==> config.mk <==
export PLATFORM = sky130hd
export DESIGN_NAME = conv_window_gen_flat
export DESIGN_NICKNAME = d
export VERILOG_FILES = /design/src/rtl/conv_pkg.sv /design/src/rtl/conv_window_gen_if.sv /design/src/rtl/conv_line_buffer.sv /design/src/rtl/conv_window_gen.sv /design/src/flat_wrapper.sv
export SDC_FILE = /design/constraint.sdc
export NUM_CORES = 1
export LEC_CHECK = 0
export BUFFER_PORTS_ARGS = -buffer_cell sky130_fd_sc_hd__buf_2
export CAP_MARGIN = 20
export CORE_ASPECT_RATIO = 1.4
export CORE_MARGIN = 1
export CORE_UTILIZATION = 25
export DETAILED_ROUTE_END_ITERATION = 8
export PLACE_DENSITY = 0.43
export REMOVE_ABC_BUFFERS = 1
export SYNTH_ARGS = -nofsm -noshare
export SYNTH_HDL_FRONTEND = slang
export SYNTH_SLANG_ARGS = --single-unit
==> constraint.sdc <==
create_clock -name Clk -period 176 [get_ports Clk]
set_input_delay 35.2 -clock Clk [delete_from_list [all_inputs] [get_ports Clk]]
set_output_delay 35.2 -clock Clk [all_outputs]
set_load 0.02 [all_outputs]
==> src/rtl/conv_pkg.sv <==
// Window geometry shared by the window generator and the convolution stage.
// Combinational helpers only, no storage.
package conv_pkg;

  localparam int KERNEL_DIM  = 3;
  localparam int KERNEL_SIZE = KERNEL_DIM * KERNEL_DIM;
  localparam int DATA_WIDTH  = 32;

  // Word slot of window position (i,j), both 1-based; (1,1) is the lowest word.
  function automatic int win_idx(input int i, input int j);
    return (i - 1) * KERNEL_DIM + (j - 1);
  endfunction

endpackage

==> src/rtl/conv_window_gen_if.sv <==
// Pixel stream in, 3x3 window out; no ready signal, the consumer always accepts.
// master = pixel source / window sink, slave = window generator.
interface conv_window_gen_if #(
  parameter int DataWidth = conv_pkg::DATA_WIDTH
);
  import conv_pkg::*;

  logic [DataWidth-1:0]             pixel_in;
  logic                             pixel_valid;
  logic [KERNEL_SIZE*DataWidth-1:0] window_out;
  logic                             window_valid;
  logic                             frame_done;

  modport master (
    output pixel_in, pixel_valid,
    input  window_out, window_valid, frame_done
  );

  modport slave (
    input  pixel_in, pixel_valid,
    output window_out, window_valid, frame_done
  );

endinterface

==> src/rtl/conv_line_buffer.sv <==
// Shift-enable delay line: data_out is the word accepted Depth enables ago.
// No reset on storage; contents are only meaningful once filled.
module conv_line_buffer #(
  parameter int DataWidth = 32,
  parameter int Depth     = 28
) (
  input  logic                 Clk,
  input  logic [DataWidth-1:0] data_in,
  input  logic                 shift_en,
  output logic [DataWidth-1:0] data_out
);

  logic [DataWidth-1:0] mem [Depth];

  always_ff @(posedge Clk) begin
    if (shift_en) begin
      mem[0] <= data_in;
      for (int i = 1; i < Depth; i++) begin
        mem[i] <= mem[i-1];
      end
    end
  end

  assign data_out = mem[Depth-1];

endmodule

==> src/rtl/conv_window_gen.sv <==
// 3x3 sliding-window generator over a raster pixel stream; window/frame_done one cycle after accept.
// No backpressure. Define CONV_WINDOW_STRIDE2_EN for stride-2 window selection.
module conv_window_gen
  import conv_pkg::*;
#(
  parameter int DataWidth = DATA_WIDTH,
  parameter int ImgWidth  = 28,
  parameter int ImgHeight = 28
) (
  input  logic              Clk,
  input  logic              Rst,
  conv_window_gen_if.slave  win_if
);

  localparam int ColW = $clog2(ImgWidth);
  localparam int RowW = $clog2(ImgHeight);

  logic [ColW-1:0]      col;
  logic [RowW-1:0]      row;
  logic                 accept;
  logic                 last_col;
  logic                 last_row;
  logic                 win_ok;
  logic                 window_valid_q;
  logic                 frame_done_q;
  logic [DataWidth-1:0] tap [KERNEL_DIM];
  logic [DataWidth-1:0] win [KERNEL_DIM][KERNEL_DIM];

  assign accept   = win_if.pixel_valid && !Rst;
  assign last_col = (col == ColW'(ImgWidth - 1));
  assign last_row = (row == RowW'(ImgHeight - 1));

`ifdef CONV_WINDOW_STRIDE2_EN
  // Row/col offsets from 2 are even exactly when row/col themselves are even.
  assign win_ok = (row >= RowW'(2)) && (col >= ColW'(2)) && !row[0] && !col[0];
`else
  assign win_ok = (row >= RowW'(2)) && (col >= ColW'(2));
`endif

  // Window row 0 (oldest) is fed from two rows back, row 2 from the live pixel.
  assign tap[2] = win_if.pixel_in;

  conv_line_buffer #(.DataWidth(DataWidth), .Depth(ImgWidth)) u_line0 (
    .Clk      (Clk),
    .data_in  (win_if.pixel_in),
    .shift_en (accept),
    .data_out (tap[1])
  );

  conv_line_buffer #(.DataWidth(DataWidth), .Depth(ImgWidth)) u_line1 (
    .Clk      (Clk),
    .data_in  (tap[1]),
    .shift_en (accept),
    .data_out (tap[0])
  );

  always_ff @(posedge Clk) begin
    if (Rst) begin
      row            <= '0;
      col            <= '0;
      window_valid_q <= 1'b0;
      frame_done_q   <= 1'b0;
      for (int i = 0; i < KERNEL_DIM; i++) begin
        for (int j = 0; j < KERNEL_DIM; j++) begin
          win[i][j] <= '0;
        end
      end
    end else begin
      window_valid_q <= accept && win_ok;
      frame_done_q   <= accept && last_col && last_row;
      if (accept) begin
        if (last_col) begin
          col <= '0;
          row <= last_row ? '0 : row + 1'b1;
        end else begin
          col <= col + 1'b1;
        end
        for (int i = 0; i < KERNEL_DIM; i++) begin
          for (int j = 0; j < KERNEL_DIM - 1; j++) begin
            win[i][j] <= win[i][j+1];
          end
          win[i][KERNEL_DIM-1] <= tap[i];
        end
      end
    end
  end

  for (genvar gi = 0; gi < KERNEL_DIM; gi++) begin : g_row
    for (genvar gj = 0; gj < KERNEL_DIM; gj++) begin : g_col
      assign win_if.window_out[win_idx(gi + 1, gj + 1)*DataWidth +: DataWidth] = win[gi][gj];
    end
  end

  assign win_if.window_valid = window_valid_q;
  assign win_if.frame_done   = frame_done_q;

endmodule

==> src/flat_wrapper.sv <==
// flat-port wrapper written by rule: the top's interface ports become plain ports
module conv_window_gen_flat import conv_pkg::*;
#(
  parameter int DataWidth = DATA_WIDTH,
  parameter int ImgWidth  = 28,
  parameter int ImgHeight = 28
)
  (Clk, Rst, win_if_pixel_in, win_if_pixel_valid, win_if_window_out, win_if_window_valid, win_if_frame_done);
  conv_window_gen_if #(.DataWidth(DataWidth)) win_if_i ();
  input  logic Clk;
  input  logic Rst;
  input wire logic [$bits(win_if_i.pixel_in)-1:0] win_if_pixel_in;
  input wire logic [$bits(win_if_i.pixel_valid)-1:0] win_if_pixel_valid;
  output wire logic [$bits(win_if_i.window_out)-1:0] win_if_window_out;
  output wire logic [$bits(win_if_i.window_valid)-1:0] win_if_window_valid;
  output wire logic [$bits(win_if_i.frame_done)-1:0] win_if_frame_done;
  assign win_if_i.pixel_in = win_if_pixel_in;
  assign win_if_i.pixel_valid = win_if_pixel_valid;
  assign win_if_window_out = win_if_i.window_out;
  assign win_if_window_valid = win_if_i.window_valid;
  assign win_if_frame_done = win_if_i.frame_done;
  conv_window_gen #(.DataWidth(DataWidth), .ImgWidth(ImgWidth), .ImgHeight(ImgHeight)) u_core (.Clk(Clk), .Rst(Rst), .win_if(win_if_i));
endmodule
==> flow_summary.toml <==
[run_status]
outcome = "finished, final reports clean"

[logic_synthesis]
yosysSeqAreaShare = 0.964
post_synth.cell_area_avg_um2 = 26.3
ys_async_sr_fraction = 0
yosys.cell_types.count = 34
yosys_warnings = 0
synth_area_um2 = 65000
synthesis.instances = 2472
synthTopCellsByArea = "edfxtp_1 (96%), and2_1 (2.8%), dfxtp_1 (0.37%), clkbuf_2 (0.17%), ha_1 (0.077%)"
synth_ff_type = "edfxtp_1"
synth.largest_area_cell = "edfxtp_1"
synth-edff-count = 2080
yosys.area.top_type_share = 0.960
yosys_register_bits = 2092

[timing]
tightest_slew_ps = 1040
period_needed_ps = 40600
max_slew_margin = 0.310
fin_skew_ps = 59.8
hold-worst-slack_ps = 361
summed_negative_setup_slack_over_all_endpoints_ps = 0
period_utilisation_layout = 0.231
setup_viol = 0
rsz0062_at_grt = "no"
finalHoldViolations = 0
slew_violations = 0
fmax_mhz = 24.6

[critical_path]
critical_path_buffers_and_inverters = 7
cp-start-kind = "primary input"
critical_path.cell_chain = "buf_2 -> nand2b_1 -> inv_8 -> buf_4 -> buf_4 -> buf_4 -> buf_4 -> buf_4"
cp.required_ps = 176440
startpoint_of_the_most_critical_register_to_register_path = "u_core.col[1]"
path_class = "in2reg"
crit_path_top_delay_cell = "buf_4"
cpMostUsedCell = "buf_4"
worst_reg2reg_setup_slack_ps = 174370
worst_r2r_path_depth = 4
worst_ep_arrival_time_ps = 41030
critical_path_maximum_fanout = 137
worst_path_largest_cell_delay_ps = 900
timing.rr.end = "u_core.row[4]"
worstSetupEndpointType = "register"
critical-path-top-delay-family = "buffers and inverters"

[power]
net-switching-power_mw = 0.212
combPwrFrac = 0.022
leakage_power_of_the_design_nw = 25.9
p_int_mw = 0.822
power.share.sequential = 0.557
power_per_cell_area_nw_per_um2 = 13.3
design_power_total_mw = 1.03
power.switching_fraction = 0.205
clkPwrFrac = 0.421
power.ir.vdd_worst_uv = 8.20

[floorplanning]
fp-row-count = 221
floorplan.die_area_um2 = 262000
io_pins = 325
start_util = 0.251
floorplan.die.width_um = 433
fp.dieH_um = 606
core_area_um2 = 259000

[cts]
cts_setup_buffers = 0
holdBufCountCts = 0
cts_resized = 0
h-tree-depth = 4
ctsLongestPathBuffers = 4
tritoncts_sink_count = 2092
cts_made_buffers = 217
worstSkewPairLatency_ps = 860
clkSlewWorstSetupHoldPaths_ps = 60
ctsRootBufferMaster = "clkbuf_16"
clock_tree_from_tritoncts = "done"

[drt]
antenna_violating_nets_post_route = 0
drtPass1Iterations = 5
post_drt_via_cell_ratio = 3.56
routed_wire_length_per_instance_um = 13.0
drt-total-wl_mm = 86.3
dr_total_vias = 23600
dr.first_iter.drc_count = 1885
detail_route.drc_violations = 0

[finish]
layout.core_utilization = 0.300
drive_gt1_frac = 0.206
layout.cells.most_common = "edfxtp_1"
num-fill-cells = 25100
finish.net_count = 3048
commonest_cells_after_routing_fill_and_taps_aside = "edfxtp_1 (2080), buf_2 (324), and2_1 (288), clkbuf_16 (219), clkinv_1 (47)"
final_area_um2 = 77700
syn2layout_area_growth_pct = 19.5

[placed_design]
dpl-instance-area_um2 = 71100
dp_wirelength_mm = 39.3
io_buf_count = 324
globalplace.congestion = 0.637

[global_routing]
grt_first_pass_wirelength_mm = 136
grt_overflow = 0
antenna_found_initial = 5
grt_pass1_vias = 23700
globalRouteTotalUtil = 0.0642
grt_start_max_net_pins = 161

[min_path]
hold_path_end = "u_core.u_line1.mem[1][214]"
hold_path_depth = 0
hold_path_class = "reg2reg"
worstHoldStart = "u_core.u_line1.mem[1][182]"

[flow_run]
cap_violations = 0
metal layers:
metal  wire, um  global-route usage  vias to the layer above
met5          0                   0                        -
met4       3740              0.0353                        0
met3       6660              0.0229                      240
met2      35300              0.0881                      609
met1      40600              0.0875                    11900
li1           -                   -                    10900
metrics by stage:
stage	worst slack [ps]	std cells
after floorplan	117720	2438
final	135400	6630
after global routing	134810	6628
after CTS	135350	6628
after detailed placement	134400	6246
after global placement	134740	6246
registers in the layout (all words and copies together), names as in the netlist:
signal                      flops
u_core.win_if.window_valid      1
u_core.u_line1.mem            896
u_core.col                      5
u_core.u_line0.mem            896
u_core.win                    288
u_core.row                      5
u_core.win_if.frame_done        1
synthesized netlist by cell type, drive strengths merged, types with 2 or more instances:
library cell,n
nor2,4
and2,288
clkbuf,30
or3,2
inv,5
nand4,2
o21ai,4
or4,2
buf,4
edfxtp,2080
a21oi,8
nand3,3
o31ai,2
dfxtp,12
nand2,5
a211oi,2
ha,4
nand4b,3
nand2b,2
logic make-up after synthesis:
kind of cell               Yosys count  synth area share
AOI/OAI and AO/OA                   19           0.00173
xor gates and xnor gates             1          0.000135
adders and majority gates            4          0.000770
buffers and inverters               39           0.00285
DFF                               2092             0.964
and+or+nand+nor                    317            0.0305
power groups by stage:
stage                     Combinational (mW)  Sequential, mW  Clock [mW]
after floorplan                      0.00920           0.608           0
after global placement                0.0232           0.586           0
after detailed placement              0.0238           0.587           0
after CTS                             0.0238           0.576       0.460
after global routing                  0.0253           0.578       0.476
final                                 0.0228           0.576       0.436
area by class of cell:
type | count | area [um2] | area share
timing repair buffer | 352 | 1860 | 0.0239
multi-input combinational | 341 | 2160 | 0.0278
sequential | 2092 | 62700 | 0.807
tap | 3456 | 4320 | 0.0556
clock inverter | 119 | 975 | 0.0125
clock buffer | 263 | 5680 | 0.0730
inverter | 5 | 26.3 | 0.000338
antenna | 2 | 5.00 | 0.0000644
worst max path at each step:
| stage | from | to | slack [ps] | depth (start not counted) |
|---|---|---|---|---|
| 2_1_floorplan | Rst | u_core.win_if.window_valid | 117720 | 4 |
| 3_3_place_gp | Rst | u_core.u_line1.mem[0][299] | 134740 | 8 |
| 3_5_place_dp | Rst | u_core.u_line1.mem[0][299] | 134400 | 8 |
| 4_1_cts | Rst | u_core.u_line1.mem[0][395] | 135350 | 8 |
| 5_1_grt | Rst | u_core.u_line1.mem[1][118] | 134810 | 8 |
| 6_report | Rst | u_core.u_line1.mem[0][427] | 135400 | 8 |
(Power assumes the default switching activity.)
